==> src/rtl/matmul_pkg.sv <==
// matmul_pkg
// Shared types and helpers for the matrix-multiply engine:
//   state_t   - engine FSM state encoding
//   acc_width - exact accumulator width for DATA_WIDTH operands summed MAX_DIM times
//   sat_max / sat_min - clamp limits of the narrowed result for a given mode
package matmul_pkg;

  typedef enum logic [2:0] {
    S_IDLE,
    S_READ,
    S_DRAIN,
    S_WRITE,
    S_DONE
  } state_t;

  function automatic int acc_width(input int dw, input int max_dim);
    return 2 * dw + $clog2(max_dim);
  endfunction

  function automatic int sat_max(input int dw, input logic sgn);
    if (sgn) return (1 << (dw - 1)) - 1;
    return (1 << dw) - 1;
  endfunction

  function automatic int sat_min(input int dw, input logic sgn);
    if (sgn) return -(1 << (dw - 1));
    return 0;
  endfunction

endpackage

==> src/rtl/matmul_if.sv <==
// matmul_if
// Control handshake plus the A/B read ports and C write port of the engine.
//   control : start, dim, signed_mode -> busy, done, cfg_err, ovf_any
//   A/B read: en_ReadMat_*, rowAddr_*, colAddr_* out; readData_* in (1-cycle latency)
//   C write : en_WriteMat_C, rowAddr_C, colAddr_C, writeData_C, result_sat out
// master = engine side, slave = environment (controller + memories) side.
interface matmul_if #(
  parameter int DATA_WIDTH = 8,
  parameter int ADDR_WIDTH = 4
) ();

  logic                  start;
  logic [ADDR_WIDTH:0]   dim;
  logic                  signed_mode;
  logic                  busy;
  logic                  done;
  logic                  cfg_err;
  logic                  ovf_any;

  logic                  en_ReadMat_A;
  logic                  en_ReadMat_B;
  logic [ADDR_WIDTH-1:0] rowAddr_A;
  logic [ADDR_WIDTH-1:0] colAddr_A;
  logic [ADDR_WIDTH-1:0] rowAddr_B;
  logic [ADDR_WIDTH-1:0] colAddr_B;
  logic [DATA_WIDTH-1:0] readData_A;
  logic [DATA_WIDTH-1:0] readData_B;

  logic                  en_WriteMat_C;
  logic [ADDR_WIDTH-1:0] rowAddr_C;
  logic [ADDR_WIDTH-1:0] colAddr_C;
  logic [DATA_WIDTH-1:0] writeData_C;
  logic                  result_sat;

  modport master (
    input  start, dim, signed_mode, readData_A, readData_B,
    output busy, done, cfg_err, ovf_any,
    output en_ReadMat_A, en_ReadMat_B, rowAddr_A, colAddr_A, rowAddr_B, colAddr_B,
    output en_WriteMat_C, rowAddr_C, colAddr_C, writeData_C, result_sat
  );

  modport slave (
    output start, dim, signed_mode, readData_A, readData_B,
    input  busy, done, cfg_err, ovf_any,
    input  en_ReadMat_A, en_ReadMat_B, rowAddr_A, colAddr_A, rowAddr_B, colAddr_B,
    input  en_WriteMat_C, rowAddr_C, colAddr_C, writeData_C, result_sat
  );

endinterface

==> src/rtl/matmul_mac_sat.sv <==
// mac_sat
// Accumulator for one C element with signed/unsigned multiply-add and a
// combinational saturating narrow to DATA_WIDTH.
//   i_clk, i_reset : clock, synchronous active-high reset
//   i_signed       : operand/result interpretation
//   i_clr          : clear accumulator (wins over i_acc_en)
//   i_acc_en       : add i_a * i_b this cycle
//   i_a, i_b       : operands
//   o_data, o_sat  : narrowed accumulator and clamp flag
module mac_sat
  import matmul_pkg::*;
#(
  parameter int DATA_WIDTH = 8,
  parameter int MAX_DIM    = 10
) (
  input  logic                  i_clk,
  input  logic                  i_reset,
  input  logic                  i_signed,
  input  logic                  i_clr,
  input  logic                  i_acc_en,
  input  logic [DATA_WIDTH-1:0] i_a,
  input  logic [DATA_WIDTH-1:0] i_b,
  output logic [DATA_WIDTH-1:0] o_data,
  output logic                  o_sat
);

  localparam int ACC_W = acc_width(DATA_WIDTH, MAX_DIM);

  localparam logic signed [ACC_W-1:0] S_MAX = ACC_W'(sat_max(DATA_WIDTH, 1'b1));
  localparam logic signed [ACC_W-1:0] S_MIN = ACC_W'(sat_min(DATA_WIDTH, 1'b1));
  localparam logic [ACC_W-1:0]        U_MAX = ACC_W'(sat_max(DATA_WIDTH, 1'b0));

  localparam logic [DATA_WIDTH-1:0] D_SMAX = DATA_WIDTH'(sat_max(DATA_WIDTH, 1'b1));
  localparam logic [DATA_WIDTH-1:0] D_SMIN = DATA_WIDTH'(sat_min(DATA_WIDTH, 1'b1));
  localparam logic [DATA_WIDTH-1:0] D_UMAX = DATA_WIDTH'(sat_max(DATA_WIDTH, 1'b0));

  logic [ACC_W-1:0] r_acc;
  logic [ACC_W-1:0] w_a_ext;
  logic [ACC_W-1:0] w_b_ext;
  logic [ACC_W-1:0] w_prod;
  logic             w_hi;
  logic             w_lo;

  // Extending to ACC_W first makes the truncated product correct in both
  // modes: the low ACC_W bits of a two's-complement product do not depend on
  // how the operands are interpreted once they are sign/zero extended.
  assign w_a_ext = {{(ACC_W-DATA_WIDTH){i_signed & i_a[DATA_WIDTH-1]}}, i_a};
  assign w_b_ext = {{(ACC_W-DATA_WIDTH){i_signed & i_b[DATA_WIDTH-1]}}, i_b};
  assign w_prod  = w_a_ext * w_b_ext;

  always_ff @(posedge i_clk) begin
    if (i_reset)       r_acc <= '0;
    else if (i_clr)    r_acc <= '0;
    else if (i_acc_en) r_acc <= r_acc + w_prod;
  end

  // Unsigned sums can use the top accumulator bit, so the range test must
  // follow the mode rather than always compare signed.
  always_comb begin
    w_hi   = 1'b0;
    w_lo   = 1'b0;
    o_data = r_acc[DATA_WIDTH-1:0];
    if (i_signed) begin
      w_hi = $signed(r_acc) > S_MAX;
      w_lo = $signed(r_acc) < S_MIN;
      if (w_hi)      o_data = D_SMAX;
      else if (w_lo) o_data = D_SMIN;
    end else begin
      w_hi = r_acc > U_MAX;
      if (w_hi) o_data = D_UMAX;
    end
    o_sat = w_hi | w_lo;
  end

endmodule

==> src/rtl/matmul_engine.sv <==
// matmul_engine
// C = A x B for square matrices of runtime dimension 1..MAX_DIM, reading A/B
// from 1-cycle-latency memories and writing saturated C elements row-major.
//   i_clk, i_reset : clock, synchronous active-high reset
//   io_bus         : matmul_if.master (control handshake, A/B read, C write)
//
// state   | meaning
// --------+--------------------------------------------------------------
// S_IDLE  | waiting for start; latches dim/mode, clears indices and flags
// S_READ  | strobing A[i][k], B[k][j]; accumulating previous cycle's data
// S_DRAIN | accumulating the last product of the current element
// S_WRITE | writing saturated C[i][j]; advancing j then i
// S_DONE  | one-cycle done (with cfg_err for a bad dim)
module matmul_engine
  import matmul_pkg::*;
#(
  parameter int DATA_WIDTH = 8,
  parameter int MAX_DIM    = 10,
  parameter int ADDR_WIDTH = 4
) (
  input  logic     i_clk,
  input  logic     i_reset,
  matmul_if.master io_bus
);

  state_t                r_state;
  state_t                w_state_nxt;
  logic [ADDR_WIDTH:0]   r_dim;
  logic                  r_signed;
  logic [ADDR_WIDTH-1:0] r_i;
  logic [ADDR_WIDTH-1:0] r_j;
  logic [ADDR_WIDTH-1:0] r_k;
  logic                  r_en_rd;
  logic                  r_en_wr;
  logic                  r_rd_vld;
  logic                  r_busy;
  logic                  r_done;
  logic                  r_cfg_err;
  logic                  r_ovf;

  logic [ADDR_WIDTH:0]   w_dim_m1;
  logic                  w_start_acc;
  logic                  w_dim_ok;
  logic                  w_k_last;
  logic                  w_j_last;
  logic                  w_i_last;
  logic                  w_en_rd_nxt;
  logic                  w_en_wr_nxt;
  logic                  w_busy_nxt;
  logic                  w_done_nxt;
  logic                  w_cfg_err_nxt;
  logic                  w_acc_clr;
  logic [DATA_WIDTH-1:0] w_data;
  logic                  w_sat;

  assign w_start_acc = (r_state == S_IDLE) && io_bus.start;
  assign w_dim_ok    = (io_bus.dim != '0) && (io_bus.dim <= (ADDR_WIDTH+1)'(MAX_DIM));
  assign w_dim_m1    = r_dim - (ADDR_WIDTH+1)'(1);
  assign w_k_last    = ({1'b0, r_k} == w_dim_m1);
  assign w_j_last    = ({1'b0, r_j} == w_dim_m1);
  assign w_i_last    = ({1'b0, r_i} == w_dim_m1);

  always_ff @(posedge i_clk) begin
    if (i_reset) r_state <= S_IDLE;
    else         r_state <= w_state_nxt;
  end

  always_comb begin
    w_state_nxt = r_state;
    case (r_state)
      S_IDLE:  if (io_bus.start) w_state_nxt = w_dim_ok ? S_READ : S_DONE;
      S_READ:  if (w_k_last) w_state_nxt = S_DRAIN;
      S_DRAIN: w_state_nxt = S_WRITE;
      S_WRITE: w_state_nxt = (w_i_last && w_j_last) ? S_DONE : S_READ;
      S_DONE:  w_state_nxt = S_IDLE;
      default: w_state_nxt = S_IDLE;
    endcase
  end

  // Strobes and status are registered, so they are derived from the state
  // being entered rather than the current one.
  always_comb begin
    w_en_rd_nxt   = (w_state_nxt == S_READ);
    w_en_wr_nxt   = (w_state_nxt == S_WRITE);
    w_busy_nxt    = w_en_rd_nxt || w_en_wr_nxt || (w_state_nxt == S_DRAIN);
    w_done_nxt    = (w_state_nxt == S_DONE);
    w_cfg_err_nxt = w_start_acc && !w_dim_ok;
    w_acc_clr     = w_start_acc || (r_state == S_WRITE);
  end

  always_ff @(posedge i_clk) begin
    if (i_reset) begin
      r_dim     <= '0;
      r_signed  <= 1'b0;
      r_i       <= '0;
      r_j       <= '0;
      r_k       <= '0;
      r_en_rd   <= 1'b0;
      r_en_wr   <= 1'b0;
      r_rd_vld  <= 1'b0;
      r_busy    <= 1'b0;
      r_done    <= 1'b0;
      r_cfg_err <= 1'b0;
      r_ovf     <= 1'b0;
    end else begin
      r_en_rd   <= w_en_rd_nxt;
      r_en_wr   <= w_en_wr_nxt;
      r_busy    <= w_busy_nxt;
      r_done    <= w_done_nxt;
      r_cfg_err <= w_cfg_err_nxt;
      // Data requested by this cycle's strobe is on readData next cycle.
      r_rd_vld  <= r_en_rd;
      if (w_start_acc) begin
        r_dim    <= io_bus.dim;
        r_signed <= io_bus.signed_mode;
        r_i      <= '0;
        r_j      <= '0;
        r_k      <= '0;
        r_ovf    <= 1'b0;
      end else begin
        if (r_en_wr && w_sat) r_ovf <= 1'b1;
        case (r_state)
          S_READ: r_k <= w_k_last ? '0 : r_k + ADDR_WIDTH'(1);
          S_WRITE: begin
            if (w_j_last) begin
              r_j <= '0;
              r_i <= w_i_last ? '0 : r_i + ADDR_WIDTH'(1);
            end else begin
              r_j <= r_j + ADDR_WIDTH'(1);
            end
          end
          default: ;
        endcase
      end
    end
  end

  mac_sat #(
    .DATA_WIDTH (DATA_WIDTH),
    .MAX_DIM    (MAX_DIM)
  ) u_mac_sat (
    .i_clk    (i_clk),
    .i_reset  (i_reset),
    .i_signed (r_signed),
    .i_clr    (w_acc_clr),
    .i_acc_en (r_rd_vld),
    .i_a      (io_bus.readData_A),
    .i_b      (io_bus.readData_B),
    .o_data   (w_data),
    .o_sat    (w_sat)
  );

  assign io_bus.busy          = r_busy;
  assign io_bus.done          = r_done;
  assign io_bus.cfg_err       = r_cfg_err;
  assign io_bus.ovf_any       = r_ovf;
  assign io_bus.en_ReadMat_A  = r_en_rd;
  assign io_bus.en_ReadMat_B  = r_en_rd;
  assign io_bus.rowAddr_A     = r_i;
  assign io_bus.colAddr_A     = r_k;
  assign io_bus.rowAddr_B     = r_k;
  assign io_bus.colAddr_B     = r_j;
  assign io_bus.en_WriteMat_C = r_en_wr;
  assign io_bus.rowAddr_C     = r_i;
  assign io_bus.colAddr_C     = r_j;
  assign io_bus.writeData_C   = w_data;
  assign io_bus.result_sat    = w_sat & r_en_wr;

endmodule

==> src/flat_wrapper.sv <==
// flat-port wrapper written by rule: the top's interface ports become plain ports
module matmul_engine_flat import matmul_pkg::*;
#(
  parameter int DATA_WIDTH = 8,
  parameter int MAX_DIM    = 10,
  parameter int ADDR_WIDTH = 4
)
  (i_clk, i_reset, io_bus_start, io_bus_dim, io_bus_signed_mode, io_bus_readData_A, io_bus_readData_B, io_bus_busy, io_bus_done, io_bus_cfg_err, io_bus_ovf_any, io_bus_en_ReadMat_A, io_bus_en_ReadMat_B, io_bus_rowAddr_A, io_bus_colAddr_A, io_bus_rowAddr_B, io_bus_colAddr_B, io_bus_en_WriteMat_C, io_bus_rowAddr_C, io_bus_colAddr_C, io_bus_writeData_C, io_bus_result_sat);
  matmul_if #(.DATA_WIDTH(DATA_WIDTH), .ADDR_WIDTH(ADDR_WIDTH)) io_bus_i ();
  input  logic i_clk;
  input  logic i_reset;
  input wire logic [$bits(io_bus_i.start)-1:0] io_bus_start;
  input wire logic [$bits(io_bus_i.dim)-1:0] io_bus_dim;
  input wire logic [$bits(io_bus_i.signed_mode)-1:0] io_bus_signed_mode;
  input wire logic [$bits(io_bus_i.readData_A)-1:0] io_bus_readData_A;
  input wire logic [$bits(io_bus_i.readData_B)-1:0] io_bus_readData_B;
  output wire logic [$bits(io_bus_i.busy)-1:0] io_bus_busy;
  output wire logic [$bits(io_bus_i.done)-1:0] io_bus_done;
  output wire logic [$bits(io_bus_i.cfg_err)-1:0] io_bus_cfg_err;
  output wire logic [$bits(io_bus_i.ovf_any)-1:0] io_bus_ovf_any;
  output wire logic [$bits(io_bus_i.en_ReadMat_A)-1:0] io_bus_en_ReadMat_A;
  output wire logic [$bits(io_bus_i.en_ReadMat_B)-1:0] io_bus_en_ReadMat_B;
  output wire logic [$bits(io_bus_i.rowAddr_A)-1:0] io_bus_rowAddr_A;
  output wire logic [$bits(io_bus_i.colAddr_A)-1:0] io_bus_colAddr_A;
  output wire logic [$bits(io_bus_i.rowAddr_B)-1:0] io_bus_rowAddr_B;
  output wire logic [$bits(io_bus_i.colAddr_B)-1:0] io_bus_colAddr_B;
  output wire logic [$bits(io_bus_i.en_WriteMat_C)-1:0] io_bus_en_WriteMat_C;
  output wire logic [$bits(io_bus_i.rowAddr_C)-1:0] io_bus_rowAddr_C;
  output wire logic [$bits(io_bus_i.colAddr_C)-1:0] io_bus_colAddr_C;
  output wire logic [$bits(io_bus_i.writeData_C)-1:0] io_bus_writeData_C;
  output wire logic [$bits(io_bus_i.result_sat)-1:0] io_bus_result_sat;
  assign io_bus_i.start = io_bus_start;
  assign io_bus_i.dim = io_bus_dim;
  assign io_bus_i.signed_mode = io_bus_signed_mode;
  assign io_bus_i.readData_A = io_bus_readData_A;
  assign io_bus_i.readData_B = io_bus_readData_B;
  assign io_bus_busy = io_bus_i.busy;
  assign io_bus_done = io_bus_i.done;
  assign io_bus_cfg_err = io_bus_i.cfg_err;
  assign io_bus_ovf_any = io_bus_i.ovf_any;
  assign io_bus_en_ReadMat_A = io_bus_i.en_ReadMat_A;
  assign io_bus_en_ReadMat_B = io_bus_i.en_ReadMat_B;
  assign io_bus_rowAddr_A = io_bus_i.rowAddr_A;
  assign io_bus_colAddr_A = io_bus_i.colAddr_A;
  assign io_bus_rowAddr_B = io_bus_i.rowAddr_B;
  assign io_bus_colAddr_B = io_bus_i.colAddr_B;
  assign io_bus_en_WriteMat_C = io_bus_i.en_WriteMat_C;
  assign io_bus_rowAddr_C = io_bus_i.rowAddr_C;
  assign io_bus_colAddr_C = io_bus_i.colAddr_C;
  assign io_bus_writeData_C = io_bus_i.writeData_C;
  assign io_bus_result_sat = io_bus_i.result_sat;
  matmul_engine #(.DATA_WIDTH(DATA_WIDTH), .MAX_DIM(MAX_DIM), .ADDR_WIDTH(ADDR_WIDTH)) u_core (.i_clk(i_clk), .i_reset(i_reset), .io_bus(io_bus_i));
endmodule
==> config.mk <==
export PLATFORM = sky130hd
export DESIGN_NAME = matmul_engine_flat
export DESIGN_NICKNAME = d
export VERILOG_FILES = /design/src/rtl/matmul_pkg.sv /design/src/rtl/matmul_if.sv /design/src/rtl/matmul_mac_sat.sv /design/src/rtl/matmul_engine.sv /design/src/flat_wrapper.sv
export SDC_FILE = /design/constraint.sdc
export NUM_CORES = 1
export LEC_CHECK = 0
export BUFFER_PORTS_ARGS = -buffer_cell sky130_fd_sc_hd__buf_2
export CORE_ASPECT_RATIO = 0.8
export CORE_MARGIN = 4
export CORE_UTILIZATION = 30
export CTS_CLUSTER_DIAMETER = 50
export CTS_CLUSTER_SIZE = 16
export DETAILED_ROUTE_END_ITERATION = 16
export GPL_TIMING_DRIVEN = 0
export PLACE_DENSITY_LB_ADDON = 0.15
export SETUP_SLACK_MARGIN = 0.1
export SLEW_MARGIN = 5
export SYNTH_ARGS = -nofsm -noshare
export SYNTH_HDL_FRONTEND = slang
export SYNTH_HIERARCHICAL = 1
export SYNTH_SLANG_ARGS = --single-unit
==> constraint.sdc <==
create_clock -name i_clk -period 14.5 [get_ports i_clk]
set_input_delay 2.9 -clock i_clk [delete_from_list [all_inputs] [get_ports i_clk]]
set_output_delay 2.9 -clock i_clk [all_outputs]
set_load 0.05 [all_outputs]
==> impl_metrics.ini, run 1 <==
[cells_and_area]
layout-area-overhead-vs-synth_pct = 12.39
finalNetCount = 951
insertedDiodeCount = 0
num-fill-cells = 2234
layoutNonFillerInstCount = 1063
final_cell_area_um2 = 7206
drive_above_1_share_pct = 14.23

[sta]
setup_viol = 0
min_period_ns = 9.723
finalSetupTns_ns = 0
final_number_of_hold_violating_endpoints = 0
rsz0062_at_grt = false
worst_margin_slew_ns = 1.178
final_worst_hold_slack_ns = 0.4641
number_of_max_slew_violations_in_the_final_report = 0
postLayoutSetupSlackWorst_ns = 4.777
fin_worst_skew_ns = 0.008002
timing.fmax_ghz = 0.1029
relSlewSlack_pct = 20.23
min_period_over_period_pct = 67.05

[clocking]
clockRootBuffer = clkbuf_16
clkLatencyLatePin_ns = 0.29
cts_post_setup_buffers_inserted = 0
cts-buffers-inserted = 5
clk_transition_reported_paths_ns = 0.07
cts_repair_resize_count = 0
cts.sinks = 48
clk_path_buf_depth = 2
ctsHoldBuffers = 0
cts_tree = done
cts_htree_levels = 2

[hold_path]
min-delay-start = u_core/io_bus.ovf_any$_SDFFE_PP0P_
hold_path_end = u_core/io_bus.ovf_any$_SDFFE_PP0P_
min-delay-path-class = register to register
hold_critical_path_depth = 2

[synthesis]
synth_area_per_cell_um2 = 8.794
synth-edff-count = 0
synthesis.instances = 729
yosys.cell_types.count = 71
netlist_area_um2 = 6411
postSynthRegisterBits = 48
syn-num-nets = 887
synth_warnings = 6
synth.yosys.seq_area_share_pct = 14.99
synth_top_flop_cell = dfxtp_1
async_reset_ff_share_pct = 0

[place]
hpwlAfterDp_mm = 12.27
detailed_place.area_um2 = 7033
place_congestion = 0.7858
dp_slack_ns = 4.420
place.detailed.instances = 1055
count_of_port_buffers_added_during_placement = 57

[floorplan]
floorplan.die_area_um2 = 23790
fp.dieW_um = 171.4
initial_utilization_pct = 30.71
ioPinCount = 65
placementRows = 47
fp.dieH_um = 138.8
core-area_um2 = 20880

[worst_setup_path]
criticalPathCategory = input port to register
worst_path_most_repeated_cell = fa_1
cp_data_arrival_time_ns = 9.88
startpoint_type = input port
cp.depth = 26
cpPeakStageDelay_ns = 0.55
r2r_cells = 26
critical_path.top_delay_family = adder cells
critical_path.reg2reg.startpoint = u_core/r_signed$_SDFFE_PP0P_
worst-r2r-setup-slack_ns = 6.68
crit_fanout = 10
cp-end-kind = register
worst-endpoint-required_ns = 14.66
worstReg2RegEnd = u_core/u_mac_sat/r_acc[19]$_SDFFE_PP0P_
critPathBufInv = 5
worst_path_max_delay_cell = fa_1

[route]
wl_per_cell_um = 13.71
post-route-drc-count = 0
drt_iter0_markers = 215
vias_per_cell = 4.682
num_vias = 4977
drt_total_wl_mm = 14.57
final_antenna_net_count = 0
drt_pre_antenna_iters = 4

[global_routing]
pin_count_of_the_biggest_net_entering_global_routing = 17
via_count_of_the_first_global_routing_pass = 4713
antenna_found_initial = 0
global_route_wire_length_before_repair_mm = 24.34
gr-usage-all-layers_pct = 12.31
globalRoute.totalOverflow = 0

[pwr]
power.density_cell_area_nw_per_um2 = 140.2
ir_drop_worst_vdd_mv = 0.06320
power.static_leakage_nw = 3.510

[run_status]
outcome = complete, no violations

[flow_run]
maxCapViolCount = 0
[flip-flops by register name (all words and copies together), names as in the netlist]
name                         flops
u_core/io_bus.en_ReadMat_A       1
u_core/io_bus.busy               1
u_core/io_bus.colAddr_A          4
u_core/io_bus.done               1
u_core/r_rd_vld                  1
u_core/r_signed                  1
u_core/r_state                   3
u_core/io_bus.colAddr_B          4
u_core/io_bus.ovf_any            1
u_core/io_bus.en_WriteMat_C      1
u_core/r_dim                     5
u_core/io_bus.rowAddr_A          4
u_core/u_mac_sat/r_acc          20
u_core/io_bus.cfg_err            1
[worst register-to-register path, delay by kind of cell (launching register included)]
kind | cells | cell delay, ns
adders and majority gates | 7 | 3.29
AOI/OAI and AO/OA | 7 | 1.70
and+or+nand+nor | 6 | 1.53
buffers and inverters | 5 | 0.62
DFF | 1 | 0.39
xor gates and xnor gates | 1 | 0.13
[metrics by stage]
stage | total power, mW | util, %
4_1_cts | 1.029 | 34.52
2_1_floorplan | 0.7406 | -
3_5_place_dp | 0.8842 | 33.69
6_report | 1.011 | 34.52
5_1_grt | 1.114 | 34.52
3_3_place_gp | 0.8853 | 33.69
[how the worst max path moves through the flow]
stage / from / end
after floorplan: io_bus_readData_B[7] / u_core/u_mac_sat/r_acc[19]$_SDFFE_PP0P_
after global placement: io_bus_readData_B[7] / u_core/u_mac_sat/r_acc[19]$_SDFFE_PP0P_
after CTS: io_bus_readData_B[7] / u_core/u_mac_sat/r_acc[19]$_SDFFE_PP0P_
after global routing: io_bus_readData_B[7] / u_core/u_mac_sat/r_acc[19]$_SDFFE_PP0P_
after detailed placement: io_bus_readData_B[7] / u_core/u_mac_sat/r_acc[19]$_SDFFE_PP0P_
final: io_bus_readData_B[7] / u_core/u_mac_sat/r_acc[19]$_SDFFE_PP0P_
[cells by family after synthesis]
| group | after synthesis | synth area share, % |
|---|---|---|
| xor gates and xnor gates | 52 | 7.748 |
| muxes | 16 | 2.498 |
| AOI/OAI and AO/OA | 115 | 13.19 |
| adders and majority gates | 133 | 34.27 |
| buffers and inverters | 126 | 8.372 |
| and+or+nand+nor | 239 | 18.93 |
| DFF | 48 | 14.99 |
[Yosys cell counts (3+ instances only)]
master     n  area share (%)
ha_1      62              12
o21ai_0   14             1.1
buf_4     13             1.5
a22oi_1    4            0.47
a21oi_2    3            0.41
a211oi_4   3            0.94
xnor2_2    3            0.76
and3_1     7            0.68
nor2b_1   12             1.2
or2_2      6            0.59
a21o_1    14             1.6
o21ai_1    8            0.62
or3_1      3            0.29
nor2_1    61             3.6
inv_1     92             5.4
nand3_1   18             1.4
xor2_1    22             3.0
nand2b_1   4            0.39
nand3b_1   3            0.35
a21oi_1   29             2.3
nand2_1   55             3.2
o21a_1     6            0.70
clkbuf_1  17             1.0
nand4_1    6            0.59
mux2i_1   16             2.5
dfxtp_1   48              15
a211oi_1   6            0.70
and2_1    36             3.5
nor3_1     7            0.55
nor4_1     7            0.68
fa_1      71              22
xnor2_1   26             3.6
[placed cells by master (no fill, tap or decap), types with 4 or more instances in the layout]
cell type,netlist,routed
nor2b_1,12,12
buf_2,0,57
a21oi_1,29,29
nor3_1,7,7
xnor2_1,26,26
a211oi_1,6,6
nor2_1,61,61
dfxtp_1,48,48
nand3_1,18,18
a22oi_1,4,4
clkbuf_16,0,5
o21ai_1,8,8
and2_1,36,36
o21a_1,6,6
or2_2,6,6
inv_1,92,92
buf_4,13,13
clkbuf_1,17,17
nand2_1,55,55
nand2b_1,4,4
a21o_1,14,14
nand4_1,6,6
fa_1,71,71
ha_1,62,62
and3_1,7,7
xor2_1,22,22
o21ai_0,14,14
mux2i_1,16,16
nor4_1,7,7
[area by class of cell]
class	count	area [um^2]	share of cell area, %
Timing Repair Buffer	57	285.3	3.959
Sequential cell	48	960.9	13.34
Buffer	34	191.4	2.657
Clock inverter	3	47.55	0.6598
Inverter	92	345.3	4.792
Multi-Input combinational cell	555	4913	68.19
Tap cell	269	336.6	4.671
Clock buffer	5	125.1	1.736
[per-layer routing]
| layer | vias to the layer above | part of all wire (%) | global-route usage [%] |
|---|---|---|---|
| li1 | 2528 | - | - |
| met1 | 2408 | 55 | 19.75 |
| met2 | 39 | 42 | 17.87 |
| met3 | 2 | 2.3 | 1.681 |
| met4 | 0 | 0.27 | 1.501 |
| met5 | - | 0 | 0 |
[power breakdown]
group	leakage, nW	switching [mW]	total, mW	internal, mW
combinational	3.04	0.435	0.727	0.292
clock	0.0840	0.0546	0.137	0.0821
sequential	0.389	0.00794	0.147	0.139
total	3.51	0.498	1.01	0.513
(Power assumes the default switching activity.)
==> run 2, diff against run 1 <==
--- a/config.mk
+++ b/config.mk
@@ -5,6 +5,7 @@
 export SDC_FILE = /design/constraint.sdc
 export NUM_CORES = 1
 export LEC_CHECK = 0
+export ABC_AREA = 1
 export BUFFER_PORTS_ARGS = -buffer_cell sky130_fd_sc_hd__buf_2
 export CORE_ASPECT_RATIO = 0.8
 export CORE_MARGIN = 4
==> constraint.sdc (replaced) <==
create_clock -name i_clk -period 7.95 [get_ports i_clk]
set_input_delay 1.59 -clock i_clk [delete_from_list [all_inputs] [get_ports i_clk]]
set_output_delay 1.59 -clock i_clk [all_outputs]
set_load 0.05 [all_outputs]
==> run 2 against run 1 <==
Design area up 8.1%; sequential share of layout area down 1.0 points; non-clock buffer count down 5; register-to-register slack worse by 5.6 ns; cell count up 29%; clock skew up 0.00058 ns; critical path depth up 1; first-iteration DRC count up 38%; power up 110%; core utilization down 0.082 points; clock power up 82%; flip-flop and latch count unchanged; critical path type unchanged; highest routed layer unchanged.
==> impl_metrics.ini, run 2 <==
[cells_and_area]
largest_register_ffs = 20
insertedDiodeCount = 0
final_util_pct = 34.43
num-fill-cells = 2521
most_frequent_standard_cell_in_the_layout_excluding_fill_and_tap_cells = nand2_1
max_flop_register = u_core/u_mac_sat/r_acc
largestRegisters = u_core/u_mac_sat/r_acc: 20 flops, u_core/r_dim: 5 flops
drive_above_1_share_pct = 12.75
layout-area-overhead-vs-synth_pct = 12.38
finalNetCount = 1224
multi_input_comb_area_um2 = 4984
area.sequential_um2 = 960.9
mostFrequentLayoutCells = nand2_1, inv_1, nor2_1, fa_1, ha_1

[synthesis]
netlist_area_um2 = 6932
synth_area_per_cell_um2 = 6.870
synth.yosys.seq_area_share_pct = 13.86
synth_compound_gate_area_share_pct = 9.224
synth_warnings = 6
dominant_combinational_cell_family_by_area_after_synthesis = adder cells
synthXorXnorAreaFrac_pct = 3.538
synth_top_area_share_pct = 20.51
postSynthRegisterBits = 48
post_synthesis_simple_gate_area_fraction_pct = 26.88
synth-edff-count = 0
post_synth_mux_area_share_pct = 0
post_synth_fa_ha_maj_area_fraction_pct = 31.70
synthesis.instances = 1009
post-synth-top-count-cell = nand2_1
synth_commonest_cells = nand2_1, inv_1, nor2_1, fa_1, ha_1
netlist_top_cells_area = fa_1, dfxtp_1, nand2_1
dominant_cell_type_by_area_after_synthesis = fa_1
syn-num-nets = 1167
async_reset_ff_share_pct = 0
synth_top_flop_cell = dfxtp_1
yosys.cell_types.count = 45

[route]
drt_total_wl_mm = 17.70
post-route-drc-count = 0
vias_per_cell = 4.448
wl_per_cell_um = 12.89
num_vias = 6107
drt_iter0_markers = 297
drt_pre_antenna_iters = 4
final_antenna_net_count = 0

[sta]
min_period_over_period_pct = 93.30
postLayoutSetupSlackWorst_ns = 0.5323
number_of_max_slew_violations_in_the_final_report = 0
timing.fmax_ghz = 0.1348
finalSetupTns_ns = 0
min_period_ns = 7.418
final_number_of_hold_violating_endpoints = 0
rsz0062_at_grt = false
worst_margin_slew_ns = 0.6329
setup_viol = 0
relSlewSlack_pct = 57.81
fin_worst_skew_ns = 0.008577

[global_routing]
gr-usage-all-layers_pct = 14.40
antenna_found_initial = 0
pin_count_of_the_biggest_net_entering_global_routing = 17
via_count_of_the_first_global_routing_pass = 5908
global_route_wire_length_before_repair_mm = 29.93
globalRoute.totalOverflow = 0

[clocking]
clk_transition_reported_paths_ns = 0.07
cts_htree_levels = 2
clk_path_buf_depth = 2
cts_tree = done
cts-buffers-inserted = 5
clkLatencyLatePin_ns = 0.29
clockRootBuffer = clkbuf_16
cts.sinks = 48

[floorplan]
fp.dieH_um = 144.0
floorplan.die_area_um2 = 25620
placementRows = 49
initial_utilization_pct = 30.64
core-area_um2 = 22620
ioPinCount = 65
fp.dieW_um = 177.9

[hold_path]
min-delay-path-class = register to register
hold_critical_path_depth = 2

[pwr]
power.static_leakage_nw = 4.409
power.density_cell_area_nw_per_um2 = 266.0
ir_drop_worst_vdd_mv = 0.1231

[worst_setup_path]
startpoint_type = input port
cp_data_arrival_time_ns = 7.61
cpPeakStageDelay_ns = 0.56
cp-end-kind = register
cp.depth = 27
worst_path_max_delay_cell = fa_1
criticalPathCategory = input port to register
crit_fanout = 10
critical_path.top_delay_family = adder cells
worst-endpoint-required_ns = 8.14
r2r_cells = 27
critPathBufInv = 6

[flow_run]
maxCapViolCount = 0

[run_status]
outcome = complete, no violations

[place]
hpwlAfterDp_mm = 15.23
dp_slack_ns = -0.6073
place_congestion = 0.8551
count_of_port_buffers_added_during_placement = 48
## run 2: worst min-delay path, stage by stage, from the launching register on
cell and delay, ns:
dfxtp_1 0.34, inv_1 0.06, nor2_1 0.03
## run 2: final timing paths
path                                    startpoint                                 endpoint  slack (ns)
max                           io_bus_readData_B[7]  u_core/u_mac_sat/r_acc[17]$_SDFFE_PP0P_        0.53
min          u_core/io_bus.en_ReadMat_A$_SDFF_PP0_               u_core/r_rd_vld$_SDFF_PP0_        0.48
max reg2reg           u_core/r_signed$_SDFFE_PP0P_  u_core/u_mac_sat/r_acc[17]$_SDFFE_PP0P_        1.03
min reg2reg  u_core/io_bus.en_ReadMat_A$_SDFF_PP0_               u_core/r_rd_vld$_SDFF_PP0_        0.48
## run 2: what timing repair did
action,in CTS,in global routing
pin swaps,0,2
gates resized for setup,3,19
hold buffers,0,0
setup endpoints to repair,5,5
buffers inserted,0,2
## run 2: cell families after synthesis
kind of cell,count (synthesis)
flops,48
fa+ha+maj,133
compound gates,111
simple gates,429
buf+inv,260
xor+xnor,28
## run 2: layout make-up
type,count,share of cell area [%]
buffer,36,2.490
clock buffer,5,1.606
clock inverter,3,0.6103
inverter,224,10.79
multi-input combinational,701,63.97
sequential,48,12.34
tap,306,4.915
timing repair buffer,50,3.277
## run 2: report_power, final
part	leakage, nW	internal (mW)	total, mW	switching, mW
logic	3.94	0.543	1.56	1.02
clock network	0.0840	0.150	0.250	0.101
registers	0.389	0.249	0.259	0.00992
total	4.41	0.941	2.07	1.13
## run 2: through the flow
stage	instance area (um^2)	cells	hold slack (ns)	power, mW
2_1_floorplan	6932	1009	0.4447	1.486
3_3_place_gp	7555	1363	0.4579	1.815
3_5_place_dp	7555	1363	0.4588	1.810
4_1_cts	7732	1371	0.4713	2.079
5_1_grt	7790	1373	0.4991	2.330
6_report	7790	1373	0.4771	2.072
## run 2: layer usage
metal  part of all wire (%)  track usage (%)  vias up
met5                      0                0        -
met4                   0.66            1.627        0
met3                    4.4            2.209        9
met2                     41            21.60      114
met1                     54            22.38     2792
li1                       -                -     3192
